## config.mk

```make
export PLATFORM = sky130hd
export DESIGN_NAME = sub_bytes_seq
export DESIGN_NICKNAME = d
export VERILOG_FILES = /design/src/rtl/sub_bytes_seq.sv
export SDC_FILE = /design/constraint.sdc
export NUM_CORES = 1
export LEC_CHECK = 0
export ABC_CLOCK_PERIOD_IN_PS = 6600
export CORE_AREA = 2 2 179 129
export CTS_CLUSTER_SIZE = 20
export DETAILED_ROUTE_END_ITERATION = 8
export DIE_AREA = 0 0 181 131
export PLACE_DENSITY = 0.85
export SYNTH_ARGS = -nofsm -noshare
export SYNTH_HDL_FRONTEND = slang
export SYNTH_SLANG_ARGS = --single-unit
export TNS_END_PERCENT = 30
```

## constraint.sdc

```tcl
create_clock -name clk -period 6.6 [get_ports clk]
set_input_delay 0.99 -clock clk [delete_from_list [all_inputs] [get_ports clk]]
set_output_delay 0.99 -clock clk [all_outputs]
set_load 0.05 [all_outputs]
```

## src/rtl/sub_bytes_seq.sv

```systemverilog
// Sequential SubBytes/SubWord engine: streams one byte per cycle through a shared
// 256x8 S-box ROM (registered address, unregistered data) and reassembles the word.
module sub_bytes_seq #(
  parameter int unsigned BYTES = 16,
  localparam int unsigned W    = 8 * BYTES,
  localparam int unsigned CW   = $clog2(BYTES + 1)
) (
  input  logic         clk,
  input  logic         rst_n,
  input  logic         in_valid,
  output logic         in_ready,
  input  logic [W-1:0] in_data,
  output logic         out_valid,
  input  logic         out_ready,
  output logic [W-1:0] out_data,
  output logic         busy,
  output logic         sbox_en,
  output logic [7:0]   sbox_addr,
  input  logic [7:0]   sbox_data
);

  typedef enum logic [1:0] {StIdle, StRun, StDone} state_e;

  state_e        state_q, state_d;
  logic [CW-1:0] cnt_q, cnt_d;
  logic [W-1:0]  in_q, in_d;
  logic [W-1:0]  out_q, out_d;

  always_ff @(posedge clk or negedge rst_n) begin
    if (!rst_n) begin
      state_q <= StIdle;
      cnt_q   <= '0;
      in_q    <= '0;
      out_q   <= '0;
    end else begin
      state_q <= state_d;
      cnt_q   <= cnt_d;
      in_q    <= in_d;
      out_q   <= out_d;
    end
  end

  always_comb begin
    state_d   = state_q;
    cnt_d     = cnt_q;
    in_d      = in_q;
    out_d     = out_q;
    sbox_en   = 1'b0;
    sbox_addr = 8'h00;
    unique case (state_q)
      StIdle: begin
        if (in_valid) begin
          in_d    = in_data;
          cnt_d   = '0;
          state_d = StRun;
        end
      end
      StRun: begin
        // Address byte cnt now; its substitution arrives next cycle as byte cnt-1.
        if (cnt_q < CW'(BYTES)) begin
          sbox_en = 1'b1;
          for (int unsigned k = 0; k < BYTES; k++) begin
            if (cnt_q == CW'(k)) sbox_addr = in_q[W-1-8*k -: 8];
          end
        end
        for (int unsigned k = 0; k < BYTES; k++) begin
          if (cnt_q == CW'(k + 1)) out_d[W-1-8*k -: 8] = sbox_data;
        end
        if (cnt_q == CW'(BYTES)) begin
          state_d = StDone;
        end else begin
          cnt_d = cnt_q + CW'(1);
        end
      end
      StDone: begin
        if (out_ready) begin
          state_d = StIdle;
          cnt_d   = '0;
        end
      end
      default: state_d = StIdle;
    endcase
  end

  assign in_ready  = (state_q == StIdle);
  assign out_valid = (state_q == StDone);
  assign busy      = (state_q != StIdle);
  assign out_data  = out_q;

endmodule

```

==> impl_metrics.py, run 1 <==
metrics = {
    "outcome": {
        "status": "completed",
    },
    "synth": {
        "synth_top_cell_by_area": "dfrtp_1",
        "synth_top_area_share_pct": 56.3,
        "syn_nets": 1019,
        "synth_seq_area_share_pct": 56.3,
        "synthFlopType": "dfrtp_1",
        "synth-seq-cells": 263,
        "ys_warn_count": 0,
        "synth_edf_count": 0,
        "synth_area_leaders": "dfrtp_1 (56%), mux2_2 (23%), a21oi_1 (2.0%)",
        "ys_async_sr_fraction_pct": 100,
        "syn_inst": 874,
        "syn_area_um2": 11700,
        "synth_cell_types": 62,
        "avgSynthCellArea_um2": 13.4,
    },
    "clocking": {
        "insertion_delay_ns": 0.52,
        "postCtsSetupBuffers": 0,
        "cts_tree": "done",
        "postCtsHoldBufs": 0,
        "cts_root_buf": "clkbuf_16",
        "cts_resized": 0,
        "cts_buffers": 25,
        "cts.sinks": 263,
        "clk_path_buf_depth": 3,
        "htreeDepth": 1,
        "clkSlewWorstSetupHoldPaths_ns": 0.06,
    },
    "setup_path": {
        "cp_slowest_cell": "clkdlybuf4s50_1",
        "worstPathArrival_ns": 5.27,
        "cpPeakStageDelay_ns": 0.83,
        "reg2reg_depth": 6,
        "r2r_start": "cnt_q[1]$_DFFE_PN0P_",
        "worstPathCellList": "ha_1 > inv_1 > nor3_1 > ha_1 > inv_1 > nand3_1 > nor2_1 > a2111oi_0 > o211a_1 > clkdlybuf4s50_1",
        "critPathMaxFanout": 22,
        "cp-startpoint": "cnt_q[1]$_DFFE_PN0P_",
        "r2r-end": "out_data[12]$_DFFE_PN0P_",
        "crit_path_end": "sbox_addr[5]",
        "regToRegSetupSlack_ns": 3.13,
        "cp-end-kind": "primary output",
        "start_kind": "register",
        "worstPathRequired_ns": 5.61,
        "crit_type": "register to primary output",
    },
    "sta": {
        "tns_ns": 0,
        "slew_headroom_pct": 28.8,
        "skew_ns": 0.0155,
        "drv_slew": 0,
        "tightest_slew_ns": 1.07,
        "max_freq_mhz": 160,
        "finalCritPeriodShare_pct": 94.8,
        "rsz0062_at_grt": "no",
        "fin_crit_ns": 6.26,
        "setup_viol": 0,
        "hold_viol_final": 0,
        "finalWorstSetupSlack_ns": 0.342,
    },
    "routing": {
        "drc": 0,
        "wl_per_cell_um": 23.7,
        "drtIter0Drc": 809,
        "first_pass_iters": 5,
        "routed_wl_mm": 34.0,
        "num_vias": 8475,
        "detail-route-antenna-nets": 0,
        "vias_per_cell": 5.90,
    },
    "place": {
        "globalplace.congestion": 0.977,
        "place_ws_ns": 1.08,
        "port_buffers": 279,
        "post-dp-hpwl_mm": 24.9,
    },
    "global_routing": {
        "grt_max_degree": 131,
        "grtUsageTotal_pct": 28.3,
        "antenna_found_initial": 0,
        "grt_pass1_vias": 8392,
        "gr-total-overflow": 0,
        "grt_pass1_wl_mm": 50.8,
    },
    "worst_hold_path": {
        "hold_path.class": "register to register",
    },
    "floorplanning": {
        "die_y_um": 131,
        "core-area_um2": 22100,
        "placementRows": 46,
        "pin_count": 280,
        "die-area_um2": 23700,
        "die_w_um": 181,
        "start_util_pct": 52.9,
    },
    "layout": {
        "antenna_cells": 0,
        "layout_commonest_cell": "clkdlybuf4s50_1",
        "final_nets": 1278,
        "area_growth_pct": 31.2,
        "nFillCells": 1582,
        "drive_gt1_share_pct": 27.9,
        "layout_common_cells": "clkdlybuf4s50_1 (278), dfrtp_1 (263), mux2_2 (244)",
    },
    "pwr": {
        "swShare_pct": 43.7,
        "finalPower_w": 0.00861,
        "p_comb_share_pct": 49.8,
        "vdd_drop_max_v": 0.000369,
        "intPower_w": 0.00485,
        "power_leakage_nw": 6.47,
        "p_switching_w": 0.00376,
        "powerDensity_nw_per_um2": 561,
        "p_seq_share_pct": 34.0,
        "clockPowerShare_pct": 16.1,
    },
    "flow_run": {
        "drv_cap": 0,
    },
}
[routing by layer]
metal	GRT usage [%]	vias up	share of wire, %	wire (um)
met5	0	-	0	0
met4	5.83	0	1.8	614
met1	41.2	4290	45	15400
met2	40.9	419	42	14300
li1	-	3713	-	-
met3	10.3	53	11	3690
[layout make-up]
class / count / area (um^2) / share of cell area [%]
Clock inverter: 8 / 71.3 / 0.465
Tap cell: 288 / 360 / 2.35
Clock buffer: 35 / 713 / 4.65
Sequential cell: 263 / 6580 / 42.9
Multi-Input combinational cell: 541 / 4710 / 30.7
Inverter: 18 / 67.6 / 0.440
Timing Repair Buffer: 284 / 2840 / 18.5
[worst min path at each step]
stage	start	end	cells past startpoint
6_report	in_q[104]$_DFFE_PN0P_	in_q[104]$_DFFE_PN0P_	1
5_1_grt	out_data[36]$_DFFE_PN0P_	out_data[36]$_DFFE_PN0P_	1
4_1_cts	in_q[105]$_DFFE_PN0P_	in_q[105]$_DFFE_PN0P_	1
3_5_place_dp	in_q[105]$_DFFE_PN0P_	in_q[105]$_DFFE_PN0P_	1
3_3_place_gp	out_data[16]$_DFFE_PN0P_	out_data[16]$_DFFE_PN0P_	1
2_1_floorplan	in_q[104]$_DFFE_PN0P_	in_q[104]$_DFFE_PN0P_	1
[cells by family (layout without fill, tap and decap cells)]
| kind of cell | after synthesis | count (layout) | share of synthesized area [%] |
|---|---|---|---|
| AOI/OAI and AO/OA | 143 | 143 | 8.43 |
| adders and majority gates | 5 | 5 | 0.535 |
| buffers and inverters | 70 | 345 | 3.48 |
| DFF | 263 | 263 | 56.3 |
| muxes | 252 | 252 | 24.3 |
| and+or+nand+nor | 141 | 141 | 7.02 |
[through the flow]
stage	hold WS, ns	cell area, um^2	util, %	cells
2_1_floorplan	0.452	11700	-	874
3_3_place_gp	0.467	14600	65.9	1394
3_5_place_dp	0.483	14600	65.9	1394
4_1_cts	0.497	15300	69.4	1437
5_1_grt	0.516	15300	69.4	1437
6_report	0.497	15300	69.4	1437
[cells in the mapped netlist (11+ instances only)]
library cell  count
o221ai_1         12
nor2_1           32
mux2_2          244
nand3_1          11
buf_2            21
clkbuf_1         15
buf_6            12
nand2_1          31
a21oi_1          46
inv_1            16
dfrtp_1         263
o21ai_0          22
[registers in the layout, summed over array words and instances (netlist names)]
signal	flops
cnt_q	5
out_data	128
in_q	128
state_q	2
[power by group through the flow]
stage	Combinational [W]	Clock, W	Sequential, W
6_report	0.00429	0.00139	0.00293
5_1_grt	0.00448	0.00148	0.00301
4_1_cts	0.00427	0.00141	0.00291
3_5_place_dp	0.00425	0	0.00293
3_3_place_gp	0.00416	0	0.00290
2_1_floorplan	0.00185	0	0.00386
[critical path: cells and delay by family, from the launching register on]
kind | cells | cell delay (ns)
compound gates | 2 | 0.89
fa+ha+maj | 2 | 1.38
buf+inv | 3 | 1.53
flops | 1 | 0.39
simple gates | 3 | 0.54
Power figures use the tool's default switching activity.
==> inputs of run 2 (changes only) <==
==> config.mk (replaced) <==
export PLATFORM = sky130hd
export DESIGN_NAME = sub_bytes_seq
export DESIGN_NICKNAME = d
export VERILOG_FILES = /design/src/rtl/sub_bytes_seq.sv
export SDC_FILE = /design/constraint.sdc
export NUM_CORES = 1
export LEC_CHECK = 0
export ABC_CLOCK_PERIOD_IN_PS = 5490
export CORE_AREA = 2 2 196 140
export CTS_CLUSTER_DIAMETER = 40
export CTS_CLUSTER_SIZE = 20
export DETAILED_ROUTE_END_ITERATION = 8
export DIE_AREA = 0 0 198 142
export PLACE_DENSITY = 0.76
export SYNTH_ARGS = -nofsm -noshare
export SYNTH_HDL_FRONTEND = slang
export SYNTH_SLANG_ARGS = --single-unit
export TNS_END_PERCENT = 30
==> constraint.sdc (replaced) <==
create_clock -name clk -period 5.49 [get_ports clk]
set_input_delay 0.8235 -clock clk [delete_from_list [all_inputs] [get_ports clk]]
set_output_delay 0.8235 -clock clk [all_outputs]
set_load 0.05 [all_outputs]
==> run 2 against run 1 <==
Compared with the run above:
- sequential power increased by 20%
- non-clock buffer count increased by 5
- die area increased by 19%
- total power increased by 27%
- worst setup slack got worse by 0.060 ns
- worst hold slack got worse by 0.15 ns
- critical path depth unchanged
- sequential cell count unchanged
- register-to-register slack got worse by 0.57 ns
- clock skew increased by 0.0049 ns
- combinational power increased by 21%
==> impl_metrics.py, run 2 (synthesis results as in run 1) <==
metrics = {
    "outcome": {
        "status": "completed",
    },
    "clocking": {
        "cts.sinks": 263,
        "insertion_delay_ns": 0.51,
        "cts_tree": "done",
        "cts_buffers": 34,
        "cts_root_buf": "clkbuf_16",
        "htreeDepth": 2,
        "clk_path_buf_depth": 3,
        "postCtsHoldBufs": 0,
        "clkSlewWorstSetupHoldPaths_ns": 0.05,
        "cts_resized": 0,
        "postCtsSetupBuffers": 0,
    },
    "floorplanning": {
        "start_util_pct": 44.4,
        "pin_count": 280,
        "core-area_um2": 26300,
        "die_y_um": 142,
        "die-area_um2": 28100,
        "die_w_um": 198,
        "placementRows": 50,
    },
    "setup_path": {
        "crit_type": "register to primary output",
        "worstPathRequired_ns": 4.67,
        "critPathMaxFanout": 21,
        "r2r_start": "cnt_q[2]$_DFFE_PN0P_",
        "cp-end-kind": "primary output",
        "worstPathArrival_ns": 4.39,
        "reg2reg_depth": 3,
        "cp-startpoint": "cnt_q[3]$_DFFE_PN0P_",
        "start_kind": "register",
    },
    "pwr": {
        "p_comb_share_pct": 47.4,
        "swShare_pct": 43.0,
        "p_switching_w": 0.00469,
        "vdd_drop_max_v": 0.000456,
        "power_leakage_nw": 6.67,
        "p_seq_share_pct": 32.3,
        "clockPowerShare_pct": 20.3,
        "intPower_w": 0.00622,
        "powerDensity_nw_per_um2": 690,
    },
    "layout": {
        "area_growth_pct": 35.4,
        "drive_gt1_share_pct": 29.3,
        "layout_common_cells": "clkdlybuf4s50_1 (278), dfrtp_1 (263), mux2_2 (244)",
        "antenna_cells": 0,
        "fin_cells": 1534,
        "layout_commonest_cell": "clkdlybuf4s50_1",
        "final_area_um2": 15800,
        "final_nets": 1292,
    },
    "routing": {
        "drc": 0,
        "drtIter0Drc": 817,
        "routed_wl_mm": 35.3,
        "detail-route-antenna-nets": 0,
        "wl_per_cell_um": 23.0,
        "num_vias": 8487,
        "first_pass_iters": 5,
        "vias_per_cell": 5.53,
    },
    "place": {
        "dp_cells": 1475,
        "place_ws_ns": 0.912,
        "post-dp-hpwl_mm": 25.6,
        "dpl_cell_area_um2": 14700,
        "port_buffers": 279,
        "globalplace.congestion": 0.973,
    },
    "global_routing": {
        "gr-total-overflow": 0,
        "grt_pass1_vias": 8629,
        "grtUsageTotal_pct": 25.4,
        "antenna_found_initial": 0,
        "grt_max_degree": 151,
        "grt_pass1_wl_mm": 53.3,
    },
    "sta": {
        "fin_crit_ns": 5.21,
        "drv_slew": 0,
        "tightest_slew_ns": 1.14,
        "rsz0062_at_grt": "no",
        "finalWorstSetupSlack_ns": 0.281,
        "tns_ns": 0,
        "fin_hold_ws_ns": 0.344,
        "finalCritPeriodShare_pct": 94.9,
        "hold_viol_final": 0,
        "slew_headroom_pct": 23.7,
        "setup_viol": 0,
        "skew_ns": 0.0204,
        "max_freq_mhz": 192,
    },
    "worst_hold_path": {
        "hold_path.class": "primary input to asynchronous set/reset pin",
    },
    "flow_run": {
        "drv_cap": 0,
    },
}
-- run 2: changes by cell type in the layout (fill, tap and decap cells not counted), sizes merged --
| cell | before | now |
|---|---|---|
| buf | 6 | 11 |
| clkinvlp | 1 | 4 |
| clkinv | 7 | 3 |
| inv | 17 | 26 |
| clkbuf | 35 | 43 |
-- run 2: routing by layer --
| layer | global-route usage (%) | part of all wire (%) | wire (um) |
|---|---|---|---|
| met5 | 0 | 0 | 0 |
| met4 | 6.45 | 1.7 | 612 |
| met3 | 7.75 | 11 | 3760 |
| met2 | 34.1 | 40 | 14100 |
| met1 | 39.5 | 48 | 16800 |
-- run 2: worst max-delay path: stages (launching register included) --
cell and delay (ns):
dfrtp_1 0.84, inv_1 0.34, nor3_1 0.26, ha_1 0.17, buf_4 0.22, inv_1 0.11, nand3_1 0.14, nor2_1 0.06
a2111oi_0 0.62, o211a_1 0.29, clkdlybuf4s50_1 0.81
-- run 2: cell type report --
type	count	area, um^2
Clock buffer	43	968
Clock inverter	16	166
Fill cell	2152	10500
Inverter	18	67.6
Multi-Input combinational cell	541	4710
Sequential cell	263	6580
Tap cell	364	455
Timing Repair Buffer	289	2890
-- run 2: through the flow --
step | util (%) | total power [W]
2_1_floorplan | - | 0.00687
3_3_place_gp | 55.8 | 0.00856
3_5_place_dp | 55.8 | 0.00865
4_1_cts | 60.1 | 0.0109
5_1_grt | 60.1 | 0.0114
6_report | 60.1 | 0.0109
-- run 2: final timing paths --
path	to	slack, ns
worst max-delay path	sbox_addr[0]	0.28
worst min-delay path	out_data[25]$_DFFE_PN0P_	0.34
worst max register to register	out_data[74]$_DFFE_PN0P_	2.56
worst min register to register	out_data[16]$_DFFE_PN0P_	0.48
max in group asynchronous	out_data[113]$_DFFE_PN0P_	3.77
min in group clk	out_data[16]$_DFFE_PN0P_	0.48
-- run 2: power groups by stage --
stage          logic (W)  clock network, W  registers (W)
2_1_floorplan    0.00223                 0        0.00464
3_3_place_gp     0.00506                 0        0.00350
3_5_place_dp     0.00513                 0        0.00352
4_1_cts          0.00515           0.00226        0.00350
5_1_grt          0.00542           0.00236        0.00362
6_report         0.00517           0.00222        0.00352
